<file path="src/rtl/qproc_time_dispatch.sv">
// qproc_time_dispatch
// Timestamped event dispatcher. Commands {time, data} are buffered in order in
// a FIFO. The oldest command is moved into a head register and compared every
// cycle against the absolute time. When the time is reached, a registered
// one-cycle event is emitted.
//
// Build option:
//   QPROC_TIME_DISPATCH_LATE_DROP_EN - when defined, late hits are dropped:
//   evt_valid_o stays low and evt_late_o pulses alone, with evt_time_o and
//   evt_data_o updated.
//
// Ports:
//   t_clk_i, t_rst_ni            time clock, asynchronous active-low reset
//   time_abs_i [47:0]            current absolute time
//   flush_i                      synchronous clear of FIFO and head
//   cmd_valid_i/cmd_ready_o      command handshake
//   cmd_time_i [47:0]            scheduled time of the command
//   cmd_data_i [DW-1:0]          command payload
//   evt_valid_o, evt_late_o      registered event pulse and late flag
//   evt_time_o, evt_data_o       time and payload of the last event
//   fifo_cnt_o                   FIFO occupancy, excluding the head register
//   fifo_full_o, fifo_empty_o    FIFO status
module qproc_time_dispatch #(
  parameter int DEPTH = 8,
  parameter int DW    = 32
) (
  input  logic                   t_clk_i,
  input  logic                   t_rst_ni,
  input  logic [47:0]            time_abs_i,
  input  logic                   flush_i,
  input  logic                   cmd_valid_i,
  output logic                   cmd_ready_o,
  input  logic [47:0]            cmd_time_i,
  input  logic [DW-1:0]          cmd_data_i,
  output logic                   evt_valid_o,
  output logic                   evt_late_o,
  output logic [47:0]            evt_time_o,
  output logic [DW-1:0]          evt_data_o,
  output logic [$clog2(DEPTH):0] fifo_cnt_o,
  output logic                   fifo_full_o,
  output logic                   fifo_empty_o
);
  localparam int AW = $clog2(DEPTH);
  localparam int CW = AW + 1;
  localparam int EW = 48 + DW;

  // The head register holds a valid entry exactly while in ST_WAIT.
  typedef enum logic [1:0] {ST_IDLE, ST_WAIT, ST_FIRE} state_t;

  state_t        state_q, state_d;
  logic [EW-1:0] mem_q [DEPTH];
  logic [AW-1:0] wr_ptr_q, wr_ptr_d;
  logic [AW-1:0] rd_ptr_q, rd_ptr_d;
  logic [CW-1:0] cnt_q, cnt_d;
  logic [47:0]   head_time_q, head_time_d;
  logic [DW-1:0] head_data_q, head_data_d;
  logic          evt_valid_q, evt_valid_d;
  logic          evt_late_q, evt_late_d;
  logic [47:0]   evt_time_q, evt_time_d;
  logic [DW-1:0] evt_data_q, evt_data_d;

  logic          push;
  logic          pop;
  logic          hit;
  logic          late;
  logic [47:0]   diff;
  logic [EW-1:0] rd_entry;

  assign cmd_ready_o  = (cnt_q != CW'(DEPTH)) && !flush_i;
  assign push         = cmd_valid_i && cmd_ready_o;
  assign rd_entry     = mem_q[rd_ptr_q];

  // Modular difference read as signed: bit 47 clear means the scheduled time
  // has been reached or passed, which stays correct across the 48-bit wrap.
  assign diff = time_abs_i - head_time_q;
  assign hit  = !diff[47];
  assign late = |diff;

  always_comb begin
    state_d     = state_q;
    pop         = 1'b0;
    head_time_d = head_time_q;
    head_data_d = head_data_q;
    evt_valid_d = 1'b0;
    evt_late_d  = 1'b0;
    evt_time_d  = evt_time_q;
    evt_data_d  = evt_data_q;

    case (state_q)
      ST_IDLE: begin
        if (cnt_q != '0) begin
          pop     = 1'b1;
          state_d = ST_WAIT;
        end
      end
      ST_WAIT: begin
        if (hit) begin
          evt_time_d = head_time_q;
          evt_data_d = head_data_q;
          evt_late_d = late;
`ifdef QPROC_TIME_DISPATCH_LATE_DROP_EN
          evt_valid_d = !late;
`else
          evt_valid_d = 1'b1;
`endif
          state_d = ST_FIRE;
        end
      end
      ST_FIRE: begin
        if (cnt_q != '0) begin
          pop     = 1'b1;
          state_d = ST_WAIT;
        end else begin
          state_d = ST_IDLE;
        end
      end
      default: state_d = ST_IDLE;
    endcase

    // Flush wins over a concurrent hit or pop; the last event payload is kept.
    if (flush_i) begin
      state_d     = ST_IDLE;
      pop         = 1'b0;
      evt_valid_d = 1'b0;
      evt_late_d  = 1'b0;
      evt_time_d  = evt_time_q;
      evt_data_d  = evt_data_q;
    end

    if (pop) begin
      head_time_d = rd_entry[EW-1:DW];
      head_data_d = rd_entry[DW-1:0];
    end

    if (flush_i) begin
      wr_ptr_d = '0;
      rd_ptr_d = '0;
      cnt_d    = '0;
    end else begin
      wr_ptr_d = wr_ptr_q + AW'(push);
      rd_ptr_d = rd_ptr_q + AW'(pop);
      cnt_d    = cnt_q + CW'(push) - CW'(pop);
    end
  end

  always_ff @(posedge t_clk_i or negedge t_rst_ni) begin
    if (!t_rst_ni) begin
      state_q     <= ST_IDLE;
      wr_ptr_q    <= '0;
      rd_ptr_q    <= '0;
      cnt_q       <= '0;
      head_time_q <= '0;
      head_data_q <= '0;
      evt_valid_q <= 1'b0;
      evt_late_q  <= 1'b0;
      evt_time_q  <= '0;
      evt_data_q  <= '0;
    end else begin
      state_q     <= state_d;
      wr_ptr_q    <= wr_ptr_d;
      rd_ptr_q    <= rd_ptr_d;
      cnt_q       <= cnt_d;
      head_time_q <= head_time_d;
      head_data_q <= head_data_d;
      evt_valid_q <= evt_valid_d;
      evt_late_q  <= evt_late_d;
      evt_time_q  <= evt_time_d;
      evt_data_q  <= evt_data_d;
    end
  end

  // Storage needs no reset: occupancy is tracked by the pointers and count.
  always_ff @(posedge t_clk_i) begin
    if (push) begin
      mem_q[wr_ptr_q] <= {cmd_time_i, cmd_data_i};
    end
  end

  assign evt_valid_o  = evt_valid_q;
  assign evt_late_o   = evt_late_q;
  assign evt_time_o   = evt_time_q;
  assign evt_data_o   = evt_data_q;
  assign fifo_cnt_o   = cnt_q;
  assign fifo_full_o  = (cnt_q == CW'(DEPTH));
  assign fifo_empty_o = (cnt_q == '0);

endmodule

</file>
<file path="config.mk">
export PLATFORM = sky130hd
export DESIGN_NAME = qproc_time_dispatch
export DESIGN_NICKNAME = d
export VERILOG_FILES = /design/src/rtl/qproc_time_dispatch.sv
export SDC_FILE = /design/constraint.sdc
export NUM_CORES = 1
export LEC_CHECK = 0
export BUFFER_PORTS_ARGS = -buffer_cell sky130_fd_sc_hd__buf_4
export CAP_MARGIN = 5
export CORE_ASPECT_RATIO = 0.7
export CORE_MARGIN = 2
export CORE_UTILIZATION = 40
export CTS_BUF_LIST = sky130_fd_sc_hd__clkbuf_4 sky130_fd_sc_hd__clkbuf_8
export DETAILED_ROUTE_END_ITERATION = 8
export GPL_ROUTABILITY_DRIVEN = 0
export PLACE_DENSITY_LB_ADDON = 0.3
export SYNTH_ARGS = -nofsm -noshare
export SYNTH_HDL_FRONTEND = slang
export SYNTH_SLANG_ARGS = --single-unit
</file>
<file path="constraint.sdc">
create_clock -name t_clk_i -period 9.22 [get_ports t_clk_i]
set_input_delay 1.383 -clock t_clk_i [delete_from_list [all_inputs] [get_ports t_clk_i]]
set_output_delay 1.383 -clock t_clk_i [all_outputs]
set_load 0.05 [all_outputs]
</file>
==> results.sh <==
export IMPL_status="finished clean"
export IMPL_timing_critical_path_from_type="primary input"
export IMPL_port_buffers=220
export IMPL_io_pin_count=221
export IMPL_timing_fmax_mhz=207
export IMPL_leakage_nw=14.1
export IMPL_ys_ff_latch=814
export IMPL_avgViaCountPerCell=5.40
export IMPL_synth_cell_types=79
export IMPL_finalHoldViolations=0
export IMPL_drive_gt1_share_pct=28.9
export IMPL_max_cap_violations=0
export IMPL_fp_row_count=89
export IMPL_worstSkewPairLatency_ps=730
export IMPL_drt_iter0_drc=1579
export IMPL_syn_area_um2=33900
export IMPL_yosysWarnings=0
export IMPL_skew_ps=37.5
export IMPL_reg2reg_from="head_time_q[40]"
export IMPL_initial_utilization_pct=40.3
export IMPL_r2r_end="evt_data_o[31]"
export IMPL_htreeDepth=3
export IMPL_holdBufCountCts=0
export IMPL_avgSynthCellArea_um2=16.6
export IMPL_whs_ps=480
export IMPL_cts_buffers=119
export IMPL_rr_worst_depth=11
export IMPL_fill_cells=7176
export IMPL_cts_root_buffer="clkbuf_8"
export IMPL_rsz0062_at_grt="false"
export IMPL_syn_inst=2037
export IMPL_final_nets=2490
export IMPL_dieArea_um2=87200
export IMPL_grt_max_degree=89
export IMPL_vias=19200
export IMPL_powerDensity_nw_per_um2=300
export IMPL_required_ps=9810
export IMPL_hpwl_um=51900
export IMPL_cts_setup_buffers=0
export IMPL_arrival_ps=5420
export IMPL_ys_async_sr_fraction_pct=21.4
export IMPL_cts_resized=0
export IMPL_finalSetupTns_ps=0
export IMPL_synth_edf_count=640
export IMPL_dpl_cell_count=3315
export IMPL_relSlewSlack_pct=24.1
export IMPL_fin_cells=3548
export IMPL_end_kind="flop"
export IMPL_syn_num_nets=2228
export IMPL_fin_crit_ps=4830
export IMPL_clockBufferDepth=3
export IMPL_rrSetupSlack_ps=4640
export IMPL_core_area_um2=84100
export IMPL_postRouteAntennaNets=0
export IMPL_slew_viol_final=0
export IMPL_antenna_found_initial=12
export IMPL_cts_reportedPaths_clkPinSlew_ps=60
export IMPL_syn2layout_area_growth_pct=16.3
export IMPL_critical_path_class="in2reg"
export IMPL_cts_sinks=814
export IMPL_post_route_drc_count=0
export IMPL_period_share_pct=52.3
export IMPL_hold_class="reg2reg"
export IMPL_min_to="head_time_q[46]"
export IMPL_ys_seq_area_share_pct=69.5
export IMPL_peakVddDrop_v=0.000151
export IMPL_die_h_um=248
export IMPL_drt_pass1_iterations=5
export IMPL_wl_per_cell_um=23.3
export IMPL_cp_max_fo=68
export IMPL_cts_tree="built"
export IMPL_die_w_um=352
export IMPL_min_from="head_time_q[46]"
export IMPL_final_util_pct=46.9
export IMPL_drt_total_wl_um=82800
export IMPL_hold_path_cell_count=2
export IMPL_grt_pass1_wl_um=124000
export IMPL_setup_violations_final=0
export IMPL_grt_pass1_vias=19400
export IMPL_tightest_slew_ps=1140
export IMPL_dominantRegCellSynth="edfxtp_1"
export IMPL_grt_overflow_total=0
export IMPL_grt_usage_pct=18.9
==> cells in the final DEF (no fill, tap or decap), types with 48 or more instances in the layout <==
master    Yosys  layout
inv_1        72      72
mux4_2      160     160
nand2_1     178     178
edfxtp_1    640     640
mux2i_1      88      88
nor2_1       56      53
o21ai_0     155     155
ha_1         57      57
a21oi_1      52      52
buf_4         3     242
clkbuf_4      0      48
clkbuf_8      0     142
dfrtp_1     174     171
==> critical path, stage by stage <==
cell	delay, ps
buf_4	110
ha_1	450
a21o_1	270
a31oi_1	230
a21boi_2	250
o22ai_1	130
a21oi_2	200
and2_2	220
o21ai_2	80
xnor2_2	180
nand3_4	650
buf_4	760
mux2_2	410
==> cell type report <==
cell class | instances | area (µm²) | area share (%)
flip-flops and latches | 814 | 23600 | 59.8
multi-input cells | 1047 | 9670 | 24.5
clock buffers | 189 | 2300 | 5.83
repair buffers | 245 | 1870 | 4.74
well taps | 1137 | 1420 | 3.61
clock inverters | 38 | 304 | 0.771
inverters | 72 | 270 | 0.685
diodes | 6 | 15.0 | 0.0381
==> sequential cells by signal (all words and copies together) (netlist names) <==
register / flops
evt_valid_o: 1
state_q: 2
mem_q: 640
evt_late_o: 1
wr_ptr_q: 3
evt_data_o: 32
head_data_q: 32
evt_time_o: 48
head_time_q: 48
fifo_cnt_o: 4
rd_ptr_q: 3
==> per-layer routing <==
metal	part of all wire (%)	up-vias	GRT usage [%]
li1	-	8501	-
met1	45	9797	26.8
met2	45	707	28.8
met3	7.6	150	5.26
met4	2.1	12	5.38
met5	0.099	-	0
==> where the power goes <==
part	switching, W	internal [W]	leakage, nW
Clock	0.00136	0.00170	1.39
Sequential	0.000290	0.00438	7.97
Combinational	0.00255	0.00153	4.71
==> cell usage after synthesis, types with 5 or more instances <==
cell type | instances | area [µm²]
edfxtp_1 | 640 | 19200
nand2_1 | 178 | 668
dfrtp_1 | 174 | 4350
mux4_2 | 160 | 3600
o21ai_0 | 155 | 776
mux2i_1 | 88 | 881
inv_1 | 72 | 270
ha_1 | 57 | 713
nor2_1 | 56 | 210
a21oi_1 | 52 | 260
clkbuf_1 | 44 | 165
buf_2 | 33 | 165
mux2_4 | 25 | 375
nand4_1 | 21 | 131
buf_1 | 19 | 71.3
a21o_1 | 17 | 128
nand3_1 | 16 | 80.1
a211oi_1 | 13 | 97.6
nor2b_1 | 13 | 81.3
a31oi_1 | 12 | 75.1
mux2_2 | 12 | 135
nor3_1 | 12 | 60.1
nand2b_1 | 11 | 68.8
xnor2_1 | 11 | 96.3
o211ai_1 | 10 | 75.1
o21a_1 | 9 | 67.6
o22ai_1 | 6 | 37.5
xor2_1 | 6 | 52.6
and2_1 | 5 | 31.3
and3_1 | 5 | 31.3
nor4_1 | 5 | 31.3
o2111ai_1 | 5 | 43.8
o21ai_1 | 5 | 25.0
o21bai_1 | 5 | 37.5
o31ai_1 | 5 | 37.5
or3_1 | 5 | 31.3
==> metrics by stage <==
step	power [W]	instance area (µm²)	setup WS [ps]
finish	0.0118	39400	4390
global placement	0.00874	36800	3830
floorplan	0.00756	33900	588
global route	0.0124	39400	4280
CTS	0.0119	39400	4500
detailed placement	0.00879	36800	3710
==> cells by family (layout without fill, tap and decap cells) <==
kind of cell | count (synthesis) | count (layout) | share of synthesized area (%)
compound gates | 333 | 333 | 6.04
xor+xnor | 18 | 18 | 0.487
fa+ha+maj | 59 | 59 | 2.22
buf+inv | 176 | 544 | 2.20
flops | 814 | 814 | 69.5
mux | 285 | 285 | 14.7
other cells | 0 | 6 | 0
simple gates | 352 | 352 | 4.82
==> worst max-delay path by stage <==
stage	cells past startpoint	slack, ps	start	endpoint
after floorplan	5	590	flush_i	mem_q[1][0]
after global placement	13	3830	time_abs_i[22]	evt_data_o[31]
after detailed placement	13	3710	time_abs_i[22]	evt_data_o[31]
after CTS	13	4500	time_abs_i[22]	evt_data_o[31]
after global routing	13	4280	time_abs_i[22]	evt_data_o[31]
final	13	4390	time_abs_i[22]	evt_data_o[31]
No activity file was read; power rests on OpenSTA's default activity.
